### src/rtl/bcd_to_binary_seq_pkg.sv
// ============================================================================
// Module : bcd_pkg
// Shared state encoding and digit-correction constants for bcd_to_binary_seq.
// Rev    : 1.0  initial release
// ============================================================================
`default_nettype none

package bcd_pkg;

  typedef enum logic [1:0] {
    ST_IDLE  = 2'd0,
    ST_SHIFT = 2'd1,
    ST_DONE  = 2'd2
  } state_e;

  localparam int BCD_MAX_DIGIT = 9;
  localparam int CORR_THRESH   = 8;
  localparam int CORR_VAL      = 3;

  function automatic longint unsigned pow10(input int n);
    longint unsigned p;
    p = 64'd1;
    for (int i = 0; i < n; i++) p = p * 64'd10;
    return p;
  endfunction

endpackage

`default_nettype wire

### src/rtl/bcd_to_binary_seq_if.sv
// ============================================================================
// Module : bcd_to_binary_seq_if
// Start/busy/done request and result bundle for the BCD-to-binary converter.
// Rev    : 1.0  initial release
// ============================================================================
`default_nettype none

interface bcd_to_binary_seq_if #(
  parameter int DIGITS = 3,
  parameter int BIN_W  = 10
) ();

  logic                  start;
  logic [4*DIGITS-1:0]   bcd_in;
  logic                  busy;
  logic                  done;
  logic [BIN_W-1:0]      bin_out;
  logic                  err;

  modport master (
    output start, bcd_in,
    input  busy, done, bin_out, err
  );

  modport slave (
    input  start, bcd_in,
    output busy, done, bin_out, err
  );

endinterface

`default_nettype wire

### src/rtl/bcd_to_binary_seq_sub3.sv
// ============================================================================
// Module : bcd_sub3
// Per-digit correction for reverse double-dabble: subtract 3 when digit >= 8.
// Rev    : 1.0  initial release
// ============================================================================
`default_nettype none

module bcd_sub3
  import bcd_pkg::*;
(
  input  logic [3:0] digit_i,
  output logic [3:0] digit_o
);

  assign digit_o = (digit_i >= 4'(CORR_THRESH)) ? (digit_i - 4'(CORR_VAL)) : digit_i;

endmodule

`default_nettype wire

### src/rtl/bcd_to_binary_seq.sv
// ============================================================================
// Module : bcd_to_binary_seq
// Iterative BCD-to-binary converter (reverse double-dabble) with handshake.
// Rev    : 1.0  initial release
// ============================================================================
`default_nettype none

module bcd_to_binary_seq
  import bcd_pkg::*;
#(
  parameter int DIGITS = 3,
  parameter int BIN_W  = 10
) (
  input  logic              clk,
  input  logic              rst_n,
  bcd_to_binary_seq_if.slave bus
);

  localparam int BCD_W = 4 * DIGITS;
  localparam int CNT_W = (BIN_W > 1) ? $clog2(BIN_W) : 1;

  if ((64'd1 << BIN_W) < pow10(DIGITS)) begin : g_width_check
    $error("bcd_to_binary_seq: BIN_W too narrow for DIGITS");
  end

  state_e             state_q, state_d;
  logic [BCD_W-1:0]   bcd_q, bcd_d;
  logic [BIN_W-1:0]   bin_q, bin_d;
  logic [CNT_W-1:0]   cnt_q, cnt_d;
  logic [BIN_W-1:0]   bin_out_q, bin_out_d;
  logic               err_q, err_d;

  logic [BCD_W-1:0]   bcd_sh;
  logic [BCD_W-1:0]   bcd_corr;
  logic [BIN_W-1:0]   bin_sh;
  logic               in_invalid;
  logic               last_iter;

  // The low BCD bit falls into the top of the binary accumulator
  assign bcd_sh    = {1'b0, bcd_q[BCD_W-1:1]};
  assign bin_sh    = {bcd_q[0], bin_q[BIN_W-1:1]};
  assign last_iter = (cnt_q == CNT_W'(BIN_W - 1));

  for (genvar g = 0; g < DIGITS; g++) begin : g_sub3
    bcd_sub3 u_sub3 (
      .digit_i (bcd_sh[4*g +: 4]),
      .digit_o (bcd_corr[4*g +: 4])
    );
  end

  always_comb begin
    in_invalid = 1'b0;
    for (int i = 0; i < DIGITS; i++) begin
      if (bus.bcd_in[4*i +: 4] > 4'(BCD_MAX_DIGIT)) in_invalid = 1'b1;
    end
  end

  always_comb begin
    state_d   = state_q;
    bcd_d     = bcd_q;
    bin_d     = bin_q;
    cnt_d     = cnt_q;
    bin_out_d = bin_out_q;
    err_d     = err_q;
    case (state_q)
      ST_IDLE: begin
        if (bus.start) begin
          if (in_invalid) begin
            state_d   = ST_DONE;
            err_d     = 1'b1;
            bin_out_d = '0;
          end else begin
            state_d = ST_SHIFT;
            bcd_d   = bus.bcd_in;
            bin_d   = '0;
            cnt_d   = '0;
          end
        end
      end
      ST_SHIFT: begin
        bcd_d = bcd_corr;
        bin_d = bin_sh;
        cnt_d = cnt_q + CNT_W'(1);
        if (last_iter) begin
          bin_out_d = bin_sh;
          err_d     = 1'b0;
          state_d   = ST_DONE;
        end
      end
      ST_DONE: state_d = ST_IDLE;
      default: state_d = ST_IDLE;
    endcase
  end

  always_ff @(posedge clk or negedge rst_n) begin
    if (!rst_n) begin
      state_q   <= ST_IDLE;
      bcd_q     <= '0;
      bin_q     <= '0;
      cnt_q     <= '0;
      bin_out_q <= '0;
      err_q     <= 1'b0;
    end else begin
      state_q   <= state_d;
      bcd_q     <= bcd_d;
      bin_q     <= bin_d;
      cnt_q     <= cnt_d;
      bin_out_q <= bin_out_d;
      err_q     <= err_d;
    end
  end

  // Valid BCD must be fully drained into the binary side by the last iteration
  always @(posedge clk) begin
    if (rst_n && state_q == ST_SHIFT && last_iter) begin
      assert (bcd_corr == '0);
    end
  end

  assign bus.busy    = (state_q != ST_IDLE);
  assign bus.done    = (state_q == ST_DONE);
  assign bus.bin_out = bin_out_q;
  assign bus.err     = err_q;

endmodule

`default_nettype wire

### src/flat_wrapper.sv
// flat-port wrapper written by rule: the top's interface ports become plain ports
module bcd_to_binary_seq_flat import bcd_pkg::*;
#(
  parameter int DIGITS = 3,
  parameter int BIN_W  = 10
)
  (clk, rst_n, bus_start, bus_bcd_in, bus_busy, bus_done, bus_bin_out, bus_err);
  bcd_to_binary_seq_if #(.DIGITS(DIGITS), .BIN_W(BIN_W)) bus_i ();
  input  logic clk;
  input  logic rst_n;
  input wire logic [$bits(bus_i.start)-1:0] bus_start;
  input wire logic [$bits(bus_i.bcd_in)-1:0] bus_bcd_in;
  output wire logic [$bits(bus_i.busy)-1:0] bus_busy;
  output wire logic [$bits(bus_i.done)-1:0] bus_done;
  output wire logic [$bits(bus_i.bin_out)-1:0] bus_bin_out;
  output wire logic [$bits(bus_i.err)-1:0] bus_err;
  assign bus_i.start = bus_start;
  assign bus_i.bcd_in = bus_bcd_in;
  assign bus_busy = bus_i.busy;
  assign bus_done = bus_i.done;
  assign bus_bin_out = bus_i.bin_out;
  assign bus_err = bus_i.err;
  bcd_to_binary_seq #(.DIGITS(DIGITS), .BIN_W(BIN_W)) u_core (.clk(clk), .rst_n(rst_n), .bus(bus_i));
endmodule
### config.mk
export PLATFORM = sky130hd
export DESIGN_NAME = bcd_to_binary_seq_flat
export DESIGN_NICKNAME = d
export VERILOG_FILES = /design/src/rtl/bcd_to_binary_seq_pkg.sv /design/src/rtl/bcd_to_binary_seq_if.sv /design/src/rtl/bcd_to_binary_seq_sub3.sv /design/src/rtl/bcd_to_binary_seq.sv /design/src/flat_wrapper.sv
export SDC_FILE = /design/constraint.sdc
export NUM_CORES = 1
export LEC_CHECK = 0
export ABC_AREA = 1
export ABC_CLOCK_PERIOD_IN_PS = 3350
export CORE_AREA = 2 2 88 90
export DETAILED_ROUTE_END_ITERATION = 12
export DIE_AREA = 0 0 90 92
export HOLD_SLACK_MARGIN = 0.15
export SYNTH_ARGS = -nofsm -noshare
export SYNTH_HDL_FRONTEND = slang
export SYNTH_HIERARCHICAL = 1
export SYNTH_SLANG_ARGS = --single-unit
### constraint.sdc
create_clock -name clk -period 3.35 [get_ports clk]
set_input_delay 0.67 -clock clk [delete_from_list [all_inputs] [get_ports clk]]
set_output_delay 0.67 -clock clk [all_outputs]
set_load 0.01 [all_outputs]
==> results.tsv <==
metric	value	unit
status	finished clean	
cap_violations	0	
ys_seq_elements	38	
yosysWarnings	6	
arrival	1650	ps
slew_headroom	43.35	%
rrSetupSlack	1700	ps
cts_tree	yes	
via_count	1775	
place_congestion	0.7978	
synth_area	2136	um2
period_share	69.40	%
fmax	430.1	MHz
synthTopCellsByCount	nand2_1, dfrtp_1, nand3_1, inv_1, ha_1	
ir_drop	252.1	uV
synth.avg_cell_area	7.520	um2
slew_viol_final	0	
synth-adder-area-share	4.687	%
core_area	7447	um2
wl_per_cell	10.61	um
num-fill-cells	834	
clk_latency	290	ps
num_rows	32	
drive_gt1_share	7.643	%
r2r_cells	5	
postSynthCellCount	284	
drtAntennaViolNets	0	
async_flop_share	100.0	%
internal-power	1.267	mW
layout.nets	336	
min_period	2325	ps
tns	0	ps
synth_area_leaders	dfrtp_1, nand2_1, nand3_1	
grt_pass1_vias	1758	
synthFlopType	dfrtp_1	
placedCellCount	408	
seqPwrFrac	37.3	%
clkSinkCount	38	
endpoint_kind	output pin	
multiInputGateArea	991.0	um2
numPortBuffers	27	
h-tree-depth	2	
grt.overflow.total	0	
cp_max_fo	3	
power	2.150	mW
synth_top_area_cell	dfrtp_1	
combPwrFrac	41.0	%
synth_seq_area_share	44.52	%
routed_wl	4.414	mm
dieArea	8280	um2
vias_per_cell	4.267	
required	2680	ps
grt_start_max_net_pins	39	
finClkSkew	6.799	ps
r2r_end	u_core/bus.err	
synth-simple-area-share	35.79	%
worstMarginPinSlew	849.8	ps
cts_made_buffers	5	
syn_to_final_growth	21.56	%
hold_viol	0	
r2r-start	u_core/state_q[0]	
cts_hold_buf	0	
synth_most_common_cell	nand2_1	
synth_top_cell_area_share	44.52	%
cp_cell_sequence	nor2_1 -> inv_1 -> clkdlybuf4s50_1	
yosysUniqueCellTypes	22	
drt_pre_antenna_iters	4	
die_w	90	um
cpMaxStageDelayCell	clkdlybuf4s50_1	
crit_type	register to output pin	
leakage	1.476	nW
hpwlAfterDp	3.192	mm
n_antenna_cell	0	
initialDrtViolationCount	101	
powerDensity	828.2	nW/um2
io_pins	28	
synth_compound_area_share	3.632	%
fin_area	2596	um2
cp-start-kind	register	
drc	0	
final_util	34.86	%
synthXorXnorAreaFrac	1.230	%
netSwitchingPower	0.8830	mW
rsz0062_at_grt	false	
cp_slowest_stage_delay	480	ps
cts_resized	0	
setup_viol	0	
synth_edf_count	0	
swShare	41.07	%
clkTransAtPathRegs	80	ps
stdcell_count	416	
initial_core_util	28.68	%
die_h	92	um
pwr-share-clk	21.8	%
post_dp_cell_area	2459	um2
min_path_type	register to register	
grt_pass1_wl	7.755	mm
holdPathStages	2	
worstHoldEndpoint	u_core/bus.bin_out[8]	
cts_buffer_depth	2	
min_from	u_core/bus.bin_out[8]	
gr-usage-all-layers	11.51	%
synth_top_family_by_area	simple AND/OR/NAND/NOR gates	
postCtsSetupBuffers	0	
cts_root_buf	clkbuf_8	
antenna_found_initial	0	
seq_area	950.9	um2
muxShareOfSynthArea	0	%
## flip-flops by register name (all words and copies together), names as in the netlist
signal / flops
u_core/cnt_q: 4
u_core/state_q: 2
u_core/bus.bin_out: 10
u_core/bus.err: 1
u_core/bcd_q: 12
u_core/bin_q: 9
## worst max-delay path: cells and delay by family, from the launching register on
family	cells	cell delay, ps
buf+inv	2	560
simple gates	1	330
flops	1	470
## power groups by stage
stage	Sequential [mW]	Clock [mW]	Combinational [mW]
floorplan	0.780	0	0.723
global placement	0.804	0	0.874
detailed placement	0.807	0	0.889
CTS	0.801	0.478	0.890
global route	0.828	0.493	1.02
finish	0.801	0.468	0.881
## cell type report
class | instances | share of cell area [%]
Clock inverter | 3 | 2.651
Timing Repair Buffer | 27 | 10.22
Multi-Input combinational cell | 208 | 38.17
Sequential cell | 38 | 36.63
Tap cell | 102 | 4.916
Inverter | 33 | 4.771
Clock buffer | 5 | 2.651
## worst max path at each step
| stage | slack, ps | start | end |
|---|---|---|---|
| after floorplan | 1840 | bus_bcd_in[2] | u_core/bcd_q[8] |
| after global placement | 670 | bus_bcd_in[2] | u_core/bus.bin_out[8] |
| after detailed placement | 680 | bus_bcd_in[2] | u_core/bus.bin_out[9] |
| after CTS | 980 | bus_bcd_in[2] | u_core/bus.bin_out[9] |
| after global routing | 830 | bus_bcd_in[2] | u_core/bus.bin_out[6] |
| final | 1030 | u_core/state_q[1] | bus_busy |
## layout by cell type (no fill, tap or decap), drive strengths merged
| cell | instances |
|---|---|
| inv | 33 |
| or2 | 4 |
| xor2 | 3 |
| nand4 | 1 |
| clkinv | 1 |
| nor2 | 4 |
| dfrtp | 38 |
| nand3 | 30 |
| clkdlybuf4s50 | 26 |
| o21ai | 8 |
| nand2 | 139 |
| ha | 8 |
| nand3b | 1 |
| buf | 1 |
| o21a | 1 |
| clkbuf | 5 |
| bufinv | 2 |
| a21boi | 3 |
| conb | 6 |
## metal layers
metal | track usage, % | up-vias | share of wire, %
li1 | - | 915 | -
met1 | 12.67 | 825 | 44
met2 | 21.24 | 29 | 51
met3 | 2.629 | 6 | 2.9
met4 | 4.872 | 0 | 2.0
met5 | 0 | - | 0
## kinds of logic after synthesis
group           count (synthesis)
simple gates                  179
other cells                     1
xor+xnor                        3
buf+inv                        43
compound gates                 12
flops                          38
fa+ha+maj                       8
## metrics by stage
stage	hold WS, ps	worst slack, ps
2_1_floorplan	374.4	1841
3_5_place_dp	457.0	683.5
6_report	473.0	1025
4_1_cts	477.9	980.9
3_3_place_gp	456.3	672.8
5_1_grt	505.8	829.6
Power figures use the tool's default switching activity.
==> patch (same settings) <==
`DIGITS` is set to 3 in 3 places; all go to 2.
--- a/src/rtl/bcd_to_binary_seq_if.sv
+++ b/src/rtl/bcd_to_binary_seq_if.sv
@@ -8,3 +8,3 @@
 interface bcd_to_binary_seq_if #(
-  parameter int DIGITS = 3,
+  parameter int DIGITS = 2,
   parameter int BIN_W  = 10
--- a/src/rtl/bcd_to_binary_seq.sv
+++ b/src/rtl/bcd_to_binary_seq.sv
@@ -10,3 +10,3 @@
 #(
-  parameter int DIGITS = 3,
+  parameter int DIGITS = 2,
   parameter int BIN_W  = 10
--- a/src/flat_wrapper.sv
+++ b/src/flat_wrapper.sv
@@ -3,3 +3,3 @@
 #(
-  parameter int DIGITS = 3,
+  parameter int DIGITS = 2,
   parameter int BIN_W  = 10
Ports: changed (resized bus_bcd_in); port bits go from 28 to 24. No check against the original RTL was run, so the function may have changed too.
==> patch against the original RTL <==
- routed wire length decreased by 17%
- core utilization fell by 5.8 points
- cell area shrank 17%
- sequential cell count down 4
- register-to-register slack got worse by 0.35 ns
- total power is 19% lower
- via count fell by 18%
- synthesized area decreased by 18%
- worst setup slack gained 0.13 ns
- critical path type unchanged
- highest routed layer unchanged
==> patch: results (changes against the original RTL) <==
- Run status: finished clean (unchanged)
- DP HPWL: 2.61 mm (was 3.19 mm)
- Reg2Reg Capture Point: u_core/bus.bin_out[0] (was u_core/bus.err)
- Nets: 275 (was 336)
- Unique masters post-synth: 23 (was 22)
- Reg2Reg Depth: 7 (was 5)
- Aggregate routed wire length: 3.68 mm (was 4.41 mm)
- Lkg Pwr: 1.17 nW (was 1.48 nW)
- Slew HR: 46.1% (was 43.3%)
- Worst VDD drop: 0.000165 V (was 0.000252 V)
- Largest net degree at the start of global routing: 35 (was 39)
- Gr usage total: 9.34% (was 11.5%)
- Iter 0 DRT Violations: 95 (was 101)
- Min-Delay Endpoint: u_core/bus.bin_out[3] (was u_core/bus.bin_out[8])
- Min-Delay Startpoint: u_core/bus.bin_out[3] (was u_core/bus.bin_out[8])
- Port buffer count: 23 (was 27)
- Setup Skew: 0.00532 ns (was 0.00680 ns)
- Max reg flops: 10 (was 12)
- Layout cells sized above 1: 6.98% (was 7.64%)
- Synth top cells by count: 110 x nand2_1, 34 x dfrtp_1, 25 x nand3_1, 20 x inv_1, 6 x ha_1 (was 134 x nand2_1, 38 x dfrtp_1, 30 x nand3_1, 29 x inv_1, 8 x ha_1)
- Vias: 1,463 (was 1,775)
- Fill cells: 808 (was 834)
- Placed Cells incl. Taps: 353 (was 408)
- Dominant cells by area after synthesis: dfrtp_1 49%, nand2_1 24%, nand3_1 7.2% (was dfrtp_1 45%, nand2_1 24%, nand3_1 7.0%)
- Sequential cell area fraction in the yosys report: 48.7% (was 44.5%)
- Critical Path AT: 1.53 ns (was 1.65 ns)
- Finished Layout Cells: 360 (was 416)
patch: layout make-up:
cell class / count / share of cell area, %
Clock inverter: 2 / 0.462
Inverter: 21 / 3.64
Tap cell: 102 / 5.89
Multi-Input combinational cell: 170 / 35.9
Sequential cell: 34 / 39.3
Clock buffer: 5 / 3.18
Timing Repair Buffer: 26 / 11.7
patch: logic make-up (layout without fill, tap and decap cells):
family,after synthesis,in the layout,synth area share (%)
AND/OR/NAND/NOR,147,147,34.9
flip-flops,34,34,48.7
buffers and inverters,29,54,7.94
AO/OA/AOI/OAI,9,9,2.93
adder cells (fa/ha/maj),6,6,4.29
XOR/XNOR,2,2,1.00
other,1,6,0.215
patch: power by group:
group	switching (mW)	internal, mW	total (mW)
sequential	0.149	0.573	0.722
combinational	0.454	0.296	0.751
clock	0.140	0.139	0.279
total	0.743	1.01	1.75
patch: stage by stage:
stage	setup WS (ns)	hold WS (ns)	instance area, µm²
2_1_floorplan	1.86	0.374	1770
3_3_place_gp	1.10	0.458	2090
3_5_place_dp	1.08	0.458	2090
4_1_cts	1.16	0.476	2170
5_1_grt	1.11	0.505	2170
6_report	1.15	0.471	2170
patch: worst min-delay path: cells and delay by family, from the launching register on:
family	cells	cell delay, ns
simple gates	2	0.10
flops	1	0.34
patch: per-layer routing:
layer	up-vias	wire [µm]	part of all wire [%]	track usage [%]
met5	-	0	0	0
met4	0	21	0.57	3.46
met3	2	85	2.3	2.22
met2	15	1910	52	16.8
met1	694	1660	45	10.8
li1	752	-	-	-
